==> src/rtl/io_cmd_pkg.sv <==
// Shared types for the multichannel IO command controller: opcodes, status-word
// layout and the per-channel queue entry.
package io_cmd_pkg;

    typedef enum logic [1:0] {
        OP_LOAD   = 2'b00,
        OP_STORE  = 2'b01,
        OP_ATOMIC = 2'b10,
        OP_STATUS = 2'b11
    } io_opcode_e;

    localparam int STATUS_OCC_LSB   = 0;
    localparam int STATUS_OUT_LSB   = 4;
    localparam int STATUS_VALID_BIT = 8;

    // Queue entries carry data at the controller's default data width.
    localparam int IO_DATA_W = 16;

    typedef struct packed {
        logic                 respreq;
        logic [3:0]           destreg;
        logic [IO_DATA_W-1:0] data;
    } io_queue_entry_t;

    function automatic logic [IO_DATA_W-1:0] make_status(
        input logic [3:0] occ,
        input logic [3:0] outstanding,
        input logic       valid
    );
        logic [IO_DATA_W-1:0] word;
        word                           = '0;
        word[STATUS_OCC_LSB +: 4]      = occ;
        word[STATUS_OUT_LSB +: 4]      = outstanding;
        word[STATUS_VALID_BIT]         = valid;
        return word;
    endfunction

endpackage

==> src/rtl/io_channel_queue.sv <==
// Per-channel command FIFO. The head is only visible once an entry has been
// registered, so there is no bypass path from an empty queue.
module io_channel_queue
    import io_cmd_pkg::*;
#(
    parameter int DEPTH = 4
) (
    input  logic            clk,
    input  logic            rst,
    input  logic            push,
    input  io_queue_entry_t push_entry,
    input  logic            pop,
    output io_queue_entry_t head,
    output logic            empty,
    output logic            full,
    output logic [3:0]      occupancy
);

    localparam int             PTR_W   = $clog2(DEPTH);
    localparam logic [PTR_W-1:0] LAST  = PTR_W'(DEPTH - 1);
    localparam logic [3:0]     DEPTH_V = 4'(DEPTH);

    logic [PTR_W-1:0] wr_ptr_q, wr_ptr_d, rd_ptr_q, rd_ptr_d;
    logic [3:0]       count_q, count_d;
    io_queue_entry_t  mem_q [DEPTH];
    io_queue_entry_t  mem_d [DEPTH];
    logic             push_ok, pop_ok;

    assign empty     = (count_q == 4'd0);
    assign full      = (count_q == DEPTH_V);
    assign occupancy = count_q;
    assign head      = mem_q[rd_ptr_q];

    // A push into a full queue is legal only when the head leaves in the same cycle.
    assign pop_ok  = pop && !empty;
    assign push_ok = push && (!full || pop_ok);

    always_comb begin
        mem_d    = mem_q;
        wr_ptr_d = wr_ptr_q;
        rd_ptr_d = rd_ptr_q;
        count_d  = count_q;
        if (push_ok) begin
            mem_d[wr_ptr_q] = push_entry;
            wr_ptr_d        = (wr_ptr_q == LAST) ? '0 : wr_ptr_q + PTR_W'(1);
        end
        if (pop_ok) begin
            rd_ptr_d = (rd_ptr_q == LAST) ? '0 : rd_ptr_q + PTR_W'(1);
        end
        if (push_ok && !pop_ok) begin
            count_d = count_q + 4'd1;
        end else if (pop_ok && !push_ok) begin
            count_d = count_q - 4'd1;
        end
    end

    always_ff @(posedge clk) begin
        mem_q <= mem_d;
    end

    always_ff @(posedge clk) begin
        if (rst) begin
            wr_ptr_q <= '0;
            rd_ptr_q <= '0;
            count_q  <= '0;
        end else begin
            wr_ptr_q <= wr_ptr_d;
            rd_ptr_q <= rd_ptr_d;
            count_q  <= count_d;
        end
    end

endmodule

==> src/rtl/io_multichannel_command_controller.sv <==
// Decodes IO commands into per-channel queues, tracks atomic loads in flight and
// arbitrates channel responses round-robin onto the single writeback port.
module io_multichannel_command_controller
    import io_cmd_pkg::*;
#(
    parameter int CHANNELS       = 4,
    parameter int DATABITWIDTH   = 16,
    parameter int QUEUEDEPTH     = 4,
    parameter int MAXOUTSTANDING = 3,
    parameter int CHSELLSB       = 12
) (
    input  logic                                    sys_clk,
    input  logic                                    sync_rst,
    input  logic                                    clk_en,
    input  logic                                    CommandACK,
    output logic                                    CommandREQ,
    input  logic [3:0]                              MinorOpcodeIn,
    input  logic [DATABITWIDTH-1:0]                 CommandAddressIn,
    input  logic [DATABITWIDTH-1:0]                 CommandDataIn,
    input  logic [3:0]                              CommandDestReg,
    output logic                                    WritebackACK,
    input  logic                                    WritebackREQ,
    output logic [3:0]                              WritebackDestReg,
    output logic [DATABITWIDTH-1:0]                 WritebackDataOut,
    output logic [CHANNELS-1:0]                     IOOut_ACK,
    input  logic [CHANNELS-1:0]                     IOOut_REQ,
    output logic [CHANNELS-1:0]                     IOOut_ResponseRequested,
    output logic [CHANNELS-1:0][3:0]                IOOut_DestReg,
    output logic [CHANNELS-1:0][DATABITWIDTH-1:0]   IOOut_Data,
    input  logic [CHANNELS-1:0]                     IOIn_ACK,
    output logic [CHANNELS-1:0]                     IOIn_REQ,
    input  logic [CHANNELS-1:0]                     IOIn_RegResponseFlag,
    input  logic [CHANNELS-1:0][3:0]                IOIn_DestReg,
    input  logic [CHANNELS-1:0][DATABITWIDTH-1:0]   IOIn_Data
);

    localparam int CH_W = $clog2(CHANNELS);

    logic                               active;
    logic [CH_W-1:0]                    cmd_ch;
    io_opcode_e                         cmd_op;
    logic                               cmd_req, cmd_xfer, queue_room, load_ok;
    io_queue_entry_t                    push_entry;
    io_queue_entry_t                    q_head [CHANNELS];
    logic [CHANNELS-1:0]                q_empty, q_full, q_push, q_pop;
    logic [CHANNELS-1:0][3:0]           q_occ;
    logic [CHANNELS-1:0]                atomic_inc, resp_dec;
    logic [CH_W-1:0]                    rr_q, rr_d, grant_ch;
    logic                               grant_valid, grant_reg, reg_xfer, mem_accept;
    logic [CHANNELS-1:0][3:0]           outstanding_q, outstanding_d;
    logic [CHANNELS-1:0][DATABITWIDTH-1:0] load_buf_q, load_buf_d;
    logic [CHANNELS-1:0]                load_valid_q, load_valid_d;
    logic                               unused_inputs;

    assign active        = clk_en && !sync_rst;
    assign cmd_ch        = CommandAddressIn[CHSELLSB +: CH_W];
    assign cmd_op        = io_opcode_e'(MinorOpcodeIn[3:2]);
    assign unused_inputs = ^{CommandAddressIn, MinorOpcodeIn[1:0]};

    always_comb begin
        logic [CH_W-1:0] cand;
        cand        = '0;
        grant_valid = 1'b0;
        grant_ch    = '0;
        for (int k = 0; k < CHANNELS; k++) begin
            cand = rr_q + CH_W'(k);
            if (!grant_valid && IOIn_ACK[cand]) begin
                grant_valid = 1'b1;
                grant_ch    = cand;
            end
        end
    end

    assign grant_reg  = grant_valid && IOIn_RegResponseFlag[grant_ch];
    assign reg_xfer   = active && grant_reg && WritebackREQ;
    assign mem_accept = active && grant_valid && !IOIn_RegResponseFlag[grant_ch];

    always_comb begin
        IOIn_REQ = '0;
        if (active && grant_valid) begin
            IOIn_REQ[grant_ch] = grant_reg ? WritebackREQ : 1'b1;
        end
    end

    // A queue with a departing head has room even when full.
    always_comb begin
        queue_room = !q_full[cmd_ch] || q_pop[cmd_ch];
        load_ok    = WritebackREQ && !grant_reg;
        case (cmd_op)
            OP_STORE:  cmd_req = queue_room;
            OP_ATOMIC: cmd_req = queue_room && (outstanding_q[cmd_ch] < 4'(MAXOUTSTANDING));
            default:   cmd_req = load_ok;
        endcase
        cmd_req  = cmd_req && active;
        cmd_xfer = cmd_req && CommandACK;
    end

    assign CommandREQ = cmd_req;

    always_comb begin
        WritebackACK     = 1'b0;
        WritebackDestReg = '0;
        WritebackDataOut = '0;
        if (active) begin
            if (grant_reg) begin
                WritebackACK     = 1'b1;
                WritebackDestReg = IOIn_DestReg[grant_ch];
                WritebackDataOut = IOIn_Data[grant_ch];
            end else if (cmd_op == OP_LOAD || cmd_op == OP_STATUS) begin
                WritebackACK     = CommandACK;
                WritebackDestReg = CommandDestReg;
                WritebackDataOut = (cmd_op == OP_LOAD) ? load_buf_q[cmd_ch]
                                 : DATABITWIDTH'(make_status(q_occ[cmd_ch],
                                                             outstanding_q[cmd_ch],
                                                             load_valid_q[cmd_ch]));
            end
        end
    end

    assign push_entry = '{respreq: (cmd_op == OP_ATOMIC),
                          destreg: CommandDestReg,
                          data:    IO_DATA_W'(CommandDataIn)};

    for (genvar i = 0; i < CHANNELS; i++) begin : g_chan
        logic show;
        assign show          = !sync_rst && !q_empty[i];
        assign IOOut_ACK[i]  = active && !q_empty[i];
        assign q_pop[i]      = IOOut_ACK[i] && IOOut_REQ[i];
        assign q_push[i]     = cmd_xfer && (cmd_ch == CH_W'(i))
                             && (cmd_op == OP_STORE || cmd_op == OP_ATOMIC);
        assign atomic_inc[i] = cmd_xfer && (cmd_op == OP_ATOMIC) && (cmd_ch == CH_W'(i));
        assign resp_dec[i]   = reg_xfer && (grant_ch == CH_W'(i));
        assign IOOut_ResponseRequested[i] = show && q_head[i].respreq;
        assign IOOut_DestReg[i]           = show ? q_head[i].destreg : 4'd0;
        assign IOOut_Data[i]              = show ? DATABITWIDTH'(q_head[i].data) : '0;

        io_channel_queue #(
            .DEPTH (QUEUEDEPTH)
        ) u_queue (
            .clk        (sys_clk),
            .rst        (sync_rst),
            .push       (q_push[i]),
            .push_entry (push_entry),
            .pop        (q_pop[i]),
            .head       (q_head[i]),
            .empty      (q_empty[i]),
            .full       (q_full[i]),
            .occupancy  (q_occ[i])
        );
    end

    // A load clears loadvalid before a same-cycle memory response sets it again.
    always_comb begin
        rr_d          = rr_q;
        load_buf_d    = load_buf_q;
        load_valid_d  = load_valid_q;
        outstanding_d = outstanding_q;
        if (reg_xfer || mem_accept) begin
            rr_d = grant_ch + CH_W'(1);
        end
        if (cmd_xfer && cmd_op == OP_LOAD) begin
            load_valid_d[cmd_ch] = 1'b0;
        end
        if (mem_accept) begin
            load_buf_d[grant_ch]   = IOIn_Data[grant_ch];
            load_valid_d[grant_ch] = 1'b1;
        end
        for (int i = 0; i < CHANNELS; i++) begin
            if (atomic_inc[i] && !resp_dec[i]) begin
                outstanding_d[i] = outstanding_q[i] + 4'd1;
            end else if (resp_dec[i] && !atomic_inc[i] && outstanding_q[i] != 4'd0) begin
                outstanding_d[i] = outstanding_q[i] - 4'd1;
            end
        end
    end

    always_ff @(posedge sys_clk) begin
        if (sync_rst) begin
            rr_q          <= '0;
            load_buf_q    <= '0;
            load_valid_q  <= '0;
            outstanding_q <= '0;
        end else if (clk_en) begin
            rr_q          <= rr_d;
            load_buf_q    <= load_buf_d;
            load_valid_q  <= load_valid_d;
            outstanding_q <= outstanding_d;
        end
    end

endmodule

==> config.mk <==
export PLATFORM = sky130hd
export DESIGN_NAME = io_multichannel_command_controller
export DESIGN_NICKNAME = d
export VERILOG_FILES = /design/src/rtl/io_cmd_pkg.sv /design/src/rtl/io_channel_queue.sv /design/src/rtl/io_multichannel_command_controller.sv
export SDC_FILE = /design/constraint.sdc
export NUM_CORES = 1
export LEC_CHECK = 0
export BUFFER_PORTS_ARGS = -buffer_cell sky130_fd_sc_hd__buf_2
export CAP_MARGIN = 5
export CORE_ASPECT_RATIO = 2
export CORE_UTILIZATION = 58
export CTS_CLUSTER_SIZE = 40
export DETAILED_ROUTE_END_ITERATION = 10
export PLACE_DENSITY_LB_ADDON = 0.15
export SLEW_MARGIN = 40
export SYNTH_ARGS = -nofsm -noshare
export SYNTH_HDL_FRONTEND = slang
export SYNTH_SLANG_ARGS = --single-unit
==> constraint.sdc <==
create_clock -name sys_clk -period 5.4 [get_ports sys_clk]
set_clock_uncertainty 0.15 [all_clocks]
set_input_delay 1.08 -clock sys_clk [delete_from_list [all_inputs] [get_ports sys_clk]]
set_output_delay 1.08 -clock sys_clk [all_outputs]
set_load 0.05 [all_outputs]
==> results list, run 1 <==
- Routed via count: between 10000 and 15000
* Antenna violations before repair: 0
- Die Wd: 135 um
- Number of nets in the synthesized netlist: about 1600
* Master cell of the clock root buffer: clkbuf_16
- First-pass GRT wire length: around 74000 um
- Routability-driven placement finished with a final weighted congestion of around 0.86.
- Crit path capture type: primary output
* I/O pin count: 251
* DR pass1 iterations: 5
* Mean area per synthesized cell: 14.1 um^2
* CP max stage cell: a31oi_1
- Layout-stage area growth over the synthesis result: 15.1%
- The synthesized netlist devotes roughly 11% of its cell area to simple gates.
- Number of warnings issued by yosys: 0
* Number of pins with negative max-slew slack in the final report: 0
- Netlist area before placement: about 0.020 mm^2
- In this run, post-CTS hold repair placed 0 buffers.
- Setup violations remaining at the end of the flow were counted as 0.
* Crit path max fanout: 42
- Overall Global Routing Usage: between 20 and 30%
* Family with the most delay on the worst path: compound AO/OA/AOI/OAI gates
- Cell-by-cell trace of the critical path: buf_2, nor2b_1, a211oi_1, nor2_4, inv_1, buf_12, nand2_1, and3_1, a31oi_1, nand2_1, a21oi_1, buf_2
* Number of inserted filler cells in the final layout: between 2000 and 2500
- Highest ir drop seen on vdd: roughly 0.30 mV
- Via-to-Cell Ratio: between 5 and 6
* Core box area: 0.0345 mm^2
- Latest clock arrival within the worst-skew pair: 0.55 ns
- Of all flip-flops after synthesis, the portion carrying an async set or reset was 0%.
- Worst R2R Setup Slack: 1.08 ns
* Arithmetic-cell share of the synthesized area counting full adders, half adders and majority gates: 3.67%
- Detailed-placement wirelength estimate: 33000 um
- The largest single stage delay on the critical path is around 0.47 ns.
- Clock tree from TritonCTS: yes
- After synthesis, the largest family of logic cells by area is multiplexers.
- The clock period could shrink to 4.79 ns.
- Post-synthesis register bit count: between 400 and 500
- Setup repair after global routing missed its margin: false
* Number of maximum-capacitance violations: 0
* Via count of the first global-routing pass: roughly 13000
* Layout cells sized above 1: 28.1%
* Synth Flop Type: edfxtp_1
- Number of CTS-inserted buffers: 39
- Fraction of synthesized area in multiplexers: about 17%
- Util after Layout: about two thirds
- The number of setup buffers added after CTS is 0.
* # port buffers: 234
- Data arrival time at the worst-slack endpoint: roughly 3.6 ns
- For this run the aggregate overflow at the end of global routing stands at 0.
- Routed length per placed instance: around 22 um
- The clock net in this run drives a total of about 450 sinks.
- Die area: approximately 0.036 mm^2
- Timing would allow up to 209 MHz.
- Static power due to leakage: around 0.0088 uW
- The floorplan has 96 rows.
- The flow ran to the end, and the final reports show no timing, DRC or antenna violations.
* Initial cell density of the core: between 50% and 60%
- Maximum buffer depth of the clock tree: 3
* Number of cells upsized or downsized after cts: 0
* Layout Cell Area excl Fill: between 0.02 and 0.025 mm^2
* Fraction of the mapped netlist area in compound gates: between 4 and 5%
* Initial detailed-routing violation count: 769
- Height of the die: 267 um
- Summing the sequential cell areas from Yosys gives 61.0% of the chip area.
* Required time reported for the critical path endpoint: ~4.2 ns
- Cell area reported after detailed placement: 0.0222 mm^2
* Net count reported at finish: 1877
- Number of unique standard cell types used by synthesis: 62
* Type of origin of the critical path: primary input
* Drc violations: 0
- In this run, synthesis inferred ~340 flip-flops with an integrated enable.
* Reg clk slew, reported paths: about 0.07 ns
* Total number of H-tree levels: 2
- Min-delay worst type: register to register
- Bufs and invs on worst path: 4
- Largest net degree at the start of global routing: ~80
- The count of nets left with antenna violations once routing finished came out at 0.
- Post-Synthesis Cells: 1446
* Fraction of synthesized cell area in xor and xnor cells: 0.730%
- For the pin with the worst max-slew slack, the measured transition is between 0.8 and 0.9 ns.
- Adding up every negative setup slack in the final design gives 0 ns.
- In this run the power density over the cells is 310 mW/mm^2.
* Worst Path Class, Setup: primary input to primary output
- Final WL: slightly below 50000 um
- Final Hold Vio Count: 0
- Share of the clock period used by the worst path: approximately 89%
* Worst slew margin relative to its limit: ~45%
==> logic make-up (layout without fill, tap and decap cells) <==
logic type                 count (synthesis)  in the layout
buffers and inverters                    123            393
other                                      0              2
AOI/OAI and AO/OA                        130            130
DFF                                      454            454
and+or+nand+nor                          465            465
adders and majority gates                 55             55
muxes                                    202            202
xor gates and xnor gates                  17             17
==> worst paths after layout <==
check | to | start | cells past startpoint
worst max-delay path | WritebackDataOut[8] | IOIn_ACK[2] | 12
worst min-delay path | load_valid_q[2]$_SDFFE_PP0P_ | load_valid_q[2]$_SDFFE_PP0P_ | 2
worst max register to register | g_chan[3].u_queue.occupancy[3]$_SDFFE_PP0P_ | g_chan[1].u_queue.occupancy[0]$_SDFFE_PP0P_ | 17
worst min register to register | load_valid_q[2]$_SDFFE_PP0P_ | load_valid_q[2]$_SDFFE_PP0P_ | 2
==> registers in the layout (all words and copies together) (netlist names) <==
name / cells
g_chan.u_queue.mem_q: 336
g_chan.u_queue.occupancy: 16
g_chan.u_queue.rd_ptr_q: 8
load_valid_q: 4
rr_q: 2
outstanding_q: 16
load_buf_q: 64
g_chan.u_queue.wr_ptr_q: 8
==> area by class of cell <==
type,instances,area [um^2],area share (%)
inverters,37,140,0.597
clock buffers,57,1120,4.77
repair buffers,284,1560,6.65
diodes,2,5.00,0.0213
flip-flops and latches,454,12500,53.1
clock inverters,15,153,0.650
well taps,441,552,2.35
multi-input cells,869,7490,31.9
==> layout by cell type (no fill, tap or decap), drive strengths merged, types with 11 or more instances in the layout <==
master	instances
a21o	11
a21oi	54
a31oi	17
and2	20
and3	76
buf	284
clkbuf	57
clkinv	11
dfxtp	118
edfxtp	336
ha	47
inv	37
mux2i	85
mux4	108
nand2	132
nand3	29
nor2	108
nor2b	46
nor4	13
o21ai	13
xnor2	13
==> through the flow <==
step	hold slack, ns	worst slack [ns]	total power (uW)	cells
global route	0.355	0.435	7510	2157
floorplan	0.292	0.502	4320	1446
global placement	0.304	0.405	4570	2085
CTS	0.328	0.612	7330	2157
finish	0.331	0.607	7290	2159
detailed placement	0.319	0.334	4590	2085
==> cells in the mapped netlist (all sizes together) (2+ instances only) <==
cell type  count  area (um^2)
or4b           3         30.0
o21bai         3         22.5
nor3b          4         35.0
inv           35          131
mux2i         85          851
or3            9         56.3
nor3           9         50.1
and4           2         17.5
a21oi         54          270
o22ai          2         18.8
nand3         29          150
clkbuf        58          218
and3          76          480
a2111oi        3         33.8
o21ai         13         65.1
xnor2         13          114
a31o           2         17.5
a311o          5         50.1
buf           28          120
dfxtp        118         2360
nand2b         5         31.3
nor2b         46          288
nor4          13         81.3
edfxtp       336        10100
a21o          11         82.6
nor2         108          405
a211o          2         17.5
xor2           4         35.0
nand2        132          495
a31oi         17          106
or2            2         12.5
mux2           9          101
fa             8          160
and2          20          125
o32ai          3         26.3
ha            47          588
a211oi         7         72.6
o311a          3         30.0
clkinv         2         8.75
or4            5         41.3
mux4         108         2430
==> worst reg2reg max path, delay by kind of cell (launching register included) <==
kind                     cells  cell delay [ns]
adder cells (fa/ha/maj)      2             0.48
AO/OA/AOI/OAI                5             1.13
buffers and inverters        4             0.67
flip-flops                   1             0.39
XOR/XNOR                     1             0.09
AND/OR/NAND/NOR              5             1.36
==> metal layers <==
metal  global-route usage, %  vias up  wire [um]  part of all wire, %
met5                       0        -          0                    0
met3                    3.18      100       2170                  4.5
li1                        -     5906          -                    -
met4                    11.8        0       1980                  4.1
met1                    28.3     6461      16100                   33
met2                    55.4      457      28100                   58
==> power by group <==
part	internal [uW]	switching, uW	leakage (uW)
clock network	1550	1230	0.000616
logic	228	501	0.00425
registers	3760	19.5	0.00398
Power figures use the tool's default switching activity.
==> run 2, diff against run 1 <==
- CORE_ASPECT_RATIO: 2 -> not set
==> run 2 against run 1 <==
  * Cell count rose by 0.69%
  * Global-route usage fell by 2.4 points
  * Largest cell class unchanged
  * Critical endpoint is now IOIn_REQ[0]
  * Critical path depth fell by 2
  * Utilization rose by 0.079 points
  * Flip-flop and latch count did not move
==> results list, run 2 (synthesis results as in run 1) <==
- Once detail routing completed, the nets flagged for antenna violations numbered 0.
- Register name with the most flops: g_chan.u_queue.mem_q
- Count of non-filler cells in the finished layout: approximately 2200
- The worst setup path is of the primary input to primary output kind.
- Wires add up to approximately 45000 um.
* Post-route minimum period: just over 5 ns
- Net count reported at finish: ~1900
- In this run the vertical extent of the chip is roughly 190 um.
- Number of hold-repair buffers added at the cts stage: 0
- Min-delay worst type: register to register
* Share of the clock period used by the worst path: 95.8%
- For the worst setup path, the data arrival time is ~4 ns.
* Clock tree from TritonCTS: yes
- Inst Count DP: 2096
* Worst slew margin relative to its limit: roughly half
* Transition time at the pin with the least slew margin: 0.766 ns
* Number of CTS-inserted buffers: 44
* Number of cells upsized or downsized after cts: 0
- The top cell types in the final layout, fill and taps aside, are edfxtp_1, buf_2, nand2_1.
* Setup bufs post-CTS: 0
* Final Hold Vio Count: 0
- Outcome: complete, no violations
* Antenna violations before repair: 1
- The core region is around 0.035 mm^2.
* Number of pins with negative max-slew slack in the final report: 0
* Largest net degree at the start of global routing: 73
- Overall Global Routing Usage: 25.4%
- Routed length per placed instance: between 20 and 25 um
* Number of inserted filler cells in the final layout: ~2500
- The first global-routing pass estimated roughly 70000 um of wire.
- Dividing total power by cell area gives a power density of around 320 mW/mm^2.
- Placement Rows: 68
- Once the floorplan was initialized, standard cells occupied 59.1% of the core.
- In this run the deepest clock path goes through 3 buffers.
* Initial detailed-routing violation count: 774
- Largest regs: g_chan.u_queue.mem_q: 336 flops, load_buf_q: 64 flops
- Routed via count: between 10000 and 15000
* Master cell of the clock root buffer: clkbuf_16
- Worst R2R Setup Slack: ~1.1 ns
- Port buffering added between 200 and 250 buffers.
* Total setup violations reported at the end of the flow: 0
* Die Wd: approximately 190 um
* DR pass1 iterations: 5
- Crit path max fanout: 24
* Type of origin of the critical path: primary input
- Summed over all failing endpoints, the final setup total negative slack is 0 ns.
- CTS saw between 400 and 500 sinks.
- After layout, the worst setup slack is about 0.23 ns.
* Drc violations: 0
* Max Clock Freq: slightly below 200 MHz
* Via-to-Cell Ratio: about 5.9
- Setup repair after global routing missed its margin: false
- OpenSTA, run right after detailed placement, puts the worst setup slack at ~0.29 ns.
- Of the cells placed in the final design, the portion with a size suffix greater than 1 is ~28%.
* Crit path capture type: primary output
* Via count of the first global-routing pass: 12700
* Highest ir drop seen on vdd: about 0.23 mV
- The register with the most flip-flops in the layout has around 340 of them.
- The repair_antennas step left the layout with diodes totalling 0.
* Die area: roughly 0.036 mm^2
- Number of maximum-capacitance violations: 0
- Latest clock arrival within the worst-skew pair: around 0.54 ns
* Global-route congestion overflow total: 0
- STA puts the critical path data required time at approximately 4.2 ns.
- Most common library cell in the layout ignoring fill and taps: edfxtp_1
- Total number of H-tree levels: 2
* Final Power: roughly 7400 uW
* Reg clk slew, reported paths: roughly 0.060 ns
* Detailed-placement wirelength estimate: between 20000 and 30000 um
* I/O pin count: around 250
- Layout-stage area growth over the synthesis result: 15.4%
- Final RePlAce weighted congestion: 0.831
- Measured on the finished design, the core utilization comes to between 60% and 70%.
- The analysis attributes to cell leakage a power of just under 0.009 uW.
==> run 2: changes by cell type in the layout (fill, tap and decap cells not counted), moves of 2 or more <==
cell / before / now
diode_2: 2 / 0
inv_6: 2 / 0
clkinv_1: 4 / 9
clkbuf_8: 5 / 1
buf_4: 50 / 48
clkinv_2: 4 / 7
clkinv_4: 2 / 0
clkbuf_16: 40 / 47
==> run 2: worst max-delay path, stage by stage <==
cell	delay (ns)
buf_2	0.12
nor2b_1	0.15
a21o_1	0.16
a211oi_2	0.52
inv_2	0.32
nand3_1	0.26
nand3b_1	0.45
o21a_1	0.44
and2_1	0.22
buf_2	0.22
==> run 2: final timing paths <==
kind                                                      end                                         from  cells past startpoint
setup / recovery                                  IOIn_REQ[0]                                  IOIn_ACK[2]                     10
hold / removal                   load_valid_q[2]$_SDFFE_PP0P_                 load_valid_q[2]$_SDFFE_PP0P_                      2
setup reg to reg  g_chan[2].u_queue.occupancy[3]$_SDFFE_PP0P_  g_chan[0].u_queue.occupancy[0]$_SDFFE_PP0P_                     15
hold reg to reg                  load_valid_q[2]$_SDFFE_PP0P_                 load_valid_q[2]$_SDFFE_PP0P_                      2
==> run 2: report_power, final <==
group | internal, uW | switching [uW]
clock | 1690 | 1240
sequential | 3760 | 18.9
combinational | 224 | 483
==> run 2: final cells by class <==
type / count / area [um^2] / area share [%]
multi-input combinational: 869 / 7470 / 31.7
timing repair buffer: 281 / 1530 / 6.48
clock buffer: 59 / 1230 / 5.23
clock inverter: 19 / 149 / 0.632
tap: 455 / 569 / 2.42
sequential: 454 / 12500 / 52.9
inverter: 37 / 140 / 0.595
==> run 2: metrics by stage <==
stage,cell area [um^2],hold WS [ns]
floorplan,20400,0.292
global placement,22200,0.299
detailed placement,22200,0.307
CTS,23500,0.316
global route,23500,0.328
finish,23500,0.315
==> run 2: layer usage <==
metal  track usage (%)  wire length [um]
met4              6.82               928
met5                 0                13
met3              4.02              2760
met1              33.8             18500
met2              43.5             22600
==> run 3, diff against run 2 <==
- HOLD_SLACK_MARGIN: not set -> 0.03
- SYNTH_HIERARCHICAL: not set -> 1
==> run 3 against run 2 <==
  * Global-route usage is 0.24 points higher
  * Via count is 0.33% higher
  * Power is 0.27% higher
  * Wire length is 3.3% higher
  * Final area is 1.3% higher
  * Cell count is 0.97% higher
  * Maximum frequency is 8.0% higher
  * Largest cell class unchanged
  * Highest routed layer unchanged
==> results list, run 3 <==
- The run finished with clean final reports.
- The number of nets in the synthesized netlist is around 1700.
- Pin placement for this block handled approximately 250 I/O pins.
- The register with the most flip-flops in the layout has between 300 and 400 of them.
- The placed instances occupy a cell area of around 0.022 mm^2.
* Latest clock arrival within the worst-skew pair: approximately 0.56 ns
- For this run, design rule violations remaining after detail routing come to 0.
* Global-route congestion overflow total: 0
* Die area: between 0.03 and 0.04 mm^2
* Static power due to leakage: 0.00885 uW
- The mapped netlist covers 0.0207 mm^2.
- Among all flip-flop cells after synthesis, the most frequent one is edfxtp_1.
* Worst Path Class, Setup: primary input to primary output
- Dividing total power by cell area gives a power density of a little over 300 mW/mm^2.
* Util after Layout: approximately two thirds
- CP max stage cell: or2_2
- Worst slew margin relative to its limit: 47.3%
- Placement Rows: about 70
* Source of the critical timing path: IOIn_ACK[2]
- IR analysis of the VDD net gives a maximum drop of roughly 0.31 mV.
- Using the TritonRoute via totals, the vias-per-cell ratio works out to between 5 and 6.
- Setup violations remaining at the end of the flow were counted as 0.
* Core box area: 0.0348 mm^2
- Type of origin of the critical path: primary input
* Most frequent cells after synthesis: edfxtp_1, nand2_1, dfxtp_1, nor2_1, and2_1
- After clock tree synthesis, the repair step resized 0 gates.
* Via count of the first global-routing pass: 12700
- The worst hold path belongs to the class register to register.
- Largest regs: g_chan.u_queue/mem_q: 336 flops, load_buf_q: 64 flops
- The final route contains ~13000 vias.
* Layout Cell Area excl Fill: about 0.024 mm^2
- Port buffering added roughly 230 buffers.
- Entering global routing, the biggest net connects 80 pins.
- The tree is rooted in a clkbuf_16.
- Top-area cell type share of the netlist area: 48.8%
- The signal on the critical path passes through buf_2, nor2b_1, o21a_1, nor3_4, inv_2, o31ai_4, or2_2, nand3_1, a21oi_1, buf_2.
- Number of maximum-capacitance violations: 0
- The cell count after synthesis came out at approximately 1500.
* Number of synthesized flops with an enable pin: around 340
- Layout-stage area growth over the synthesis result: 15.3%
* Total number of H-tree levels: 2
- Final antenna diode count: 0
- Layout cells sized above 1: 28.2%
- The congestion estimate from routability-driven global placement came to 0.879.
* Worst hold path startpoint: load_valid_q[2]$_SDFFE_PP0P_
- Routed length per placed instance: approximately 21 um
- Die Wd: ~190 um
* Most prevalent standard cell on the critical path: buf_2
* Fraction of the yosys area taken by sequential cells: roughly three fifths
- g_chan.u_queue/mem_q holds more flip-flops than any other register.
- Net count reported at finish: about 1900
- The pre-antenna-repair detailed-routing pass consisted of 5 iterations.
- Setup bufs post-CTS: 0
- The synthesized design contains between 400 and 500 register bits.
* Detailed-placement wirelength estimate: approximately 30000 um
- Most common library cell in the layout ignoring fill and taps: edfxtp_1
- Post-route minimum period: between 4 and 5 ns
- Timing would allow up to 209 MHz.
* Final Hold Vio Count: 0
- TritonCTS built the clock tree.
- Initial detailed-routing violation count: around 750
* Antenna violations before repair: 2
- First-pass GRT wire length: about 71000 um
- Maximum buffer depth of the clock tree: 3
- Final TNS setup: 0 ns
- Stage delay of the slowest cell on the critical path: between 0.4 and 0.5 ns
- After layout, the worst path uses about nine tenths of the clock period.
- Required time reported for the critical path endpoint: 4.17 ns
- Clock-pin slew was measured on the worst setup and hold paths at about 0.050 ns.
- The startpoint identified for the worst register-to-register timing path is g_chan[1].u_queue/occupancy[0]$_SDFFE_PP0P_.
* Share of flip-flops with an asynchronous set or reset after synthesis: 0%
* Number of CTS-inserted buffers: 46
* Initial cell density of the core: between 50% and 60%
* Crit path max fanout: 24
- Number of hold-repair buffers added at the cts stage: 0
- Dividing the synthesized area by the synthesized cell count gives 14.1 um^2.
* Setup repair after global routing missed its margin: false
* Crit path capture type: primary output
- By area the synthesized netlist is led by edfxtp_1, mux4_2, dfxtp_1, mux2i_1, and2_1.
- Data arrives at the worst endpoint at approximately 3.6 ns.
* Final WL: approximately 46000 um
- Of all cell types, the one taking the most synthesized area is edfxtp_1.
* Dominant cell by count in the synthesized netlist: edfxtp_1
- Number of pins with negative max-slew slack in the final report: 0
* Number of warnings issued by yosys: 6
- Global routing used around a quarter of the available tracks across all layers.
- Total power for the finished layout comes to between 7000 and 8000 uW.
- In this run the remaining antenna-violating nets after routing total 0.
- Number of unique standard cell types used by synthesis: between 50 and 60
- Highest-count cells in the layout ignoring fill and taps: edfxtp_1, buf_2, nand2_1
- Counting every sink on the clock net gives 454.
* Transition time at the pin with the least slew margin: 0.789 ns
* Height of the die: around 190 um
## run 3: area by class of cell
class | count | area [um^2]
Sequential cell | 454 | 12500
Fill cell | 2426 | 10900
Multi-Input combinational cell | 889 | 7690
Timing Repair Buffer | 279 | 1520
Clock buffer | 64 | 1280
Tap cell | 455 | 569
Clock inverter | 22 | 215
Inverter | 32 | 120
## run 3: final timing paths
kind | to | slack (ns) | cells after the start
min reg2reg | load_valid_q[2]$_SDFFE_PP0P_ | 0.33 | 1
max reg2reg | g_chan[1].u_queue/occupancy[3]$_SDFFE_PP0P_ | 1.38 | 16
min | load_valid_q[2]$_SDFFE_PP0P_ | 0.33 | 1
max | WritebackDataOut[8] | 0.61 | 10
## run 3: power by group
group / switching [uW] / internal, uW / total (uW) / leakage (uW)
registers: 11.8 / 3760 / 3770 / 0.00398
logic: 380 / 169 / 549 / 0.00414
clock network: 1310 / 1810 / 3120 / 0.000735
## run 3: through the flow
step | cells | worst slack, ns | hold slack [ns]
floorplan | 1463 | 0.704 | 0.292
global placement | 2108 | 0.635 | 0.315
detailed placement | 2108 | 0.533 | 0.319
CTS | 2194 | 0.611 | 0.332
global route | 2195 | 0.405 | 0.359
finish | 2195 | 0.609 | 0.331
## run 3: cells by family (layout without fill, tap and decap cells)
group | count (synthesis) | after routing | share of synthesized area, %
XOR/XNOR | 13 | 13 | 0.550
AO/OA/AOI/OAI | 140 | 140 | 5.10
flip-flops | 454 | 454 | 60.2
adder cells (fa/ha/maj) | 55 | 55 | 3.62
AND/OR/NAND/NOR | 475 | 475 | 11.3
buffers and inverters | 120 | 397 | 2.66
multiplexers | 206 | 206 | 16.6
## run 3: layer usage
metal / track usage, % / up-vias / share of wire, %
met5: 0 / - / 0.028
met4: 8.43 / 2 / 2.8
met3: 4.60 / 75 / 6.6
met2: 45.0 / 422 / 51
met1: 32.0 / 6348 / 40
li1: - / 5965 / -
## run 3: worst max-delay path, delay by kind of cell
kind | cells | cell delay, ns
and+or+nand+nor | 4 | 0.96
buffers and inverters | 3 | 0.63
AOI/OAI and AO/OA | 3 | 0.87
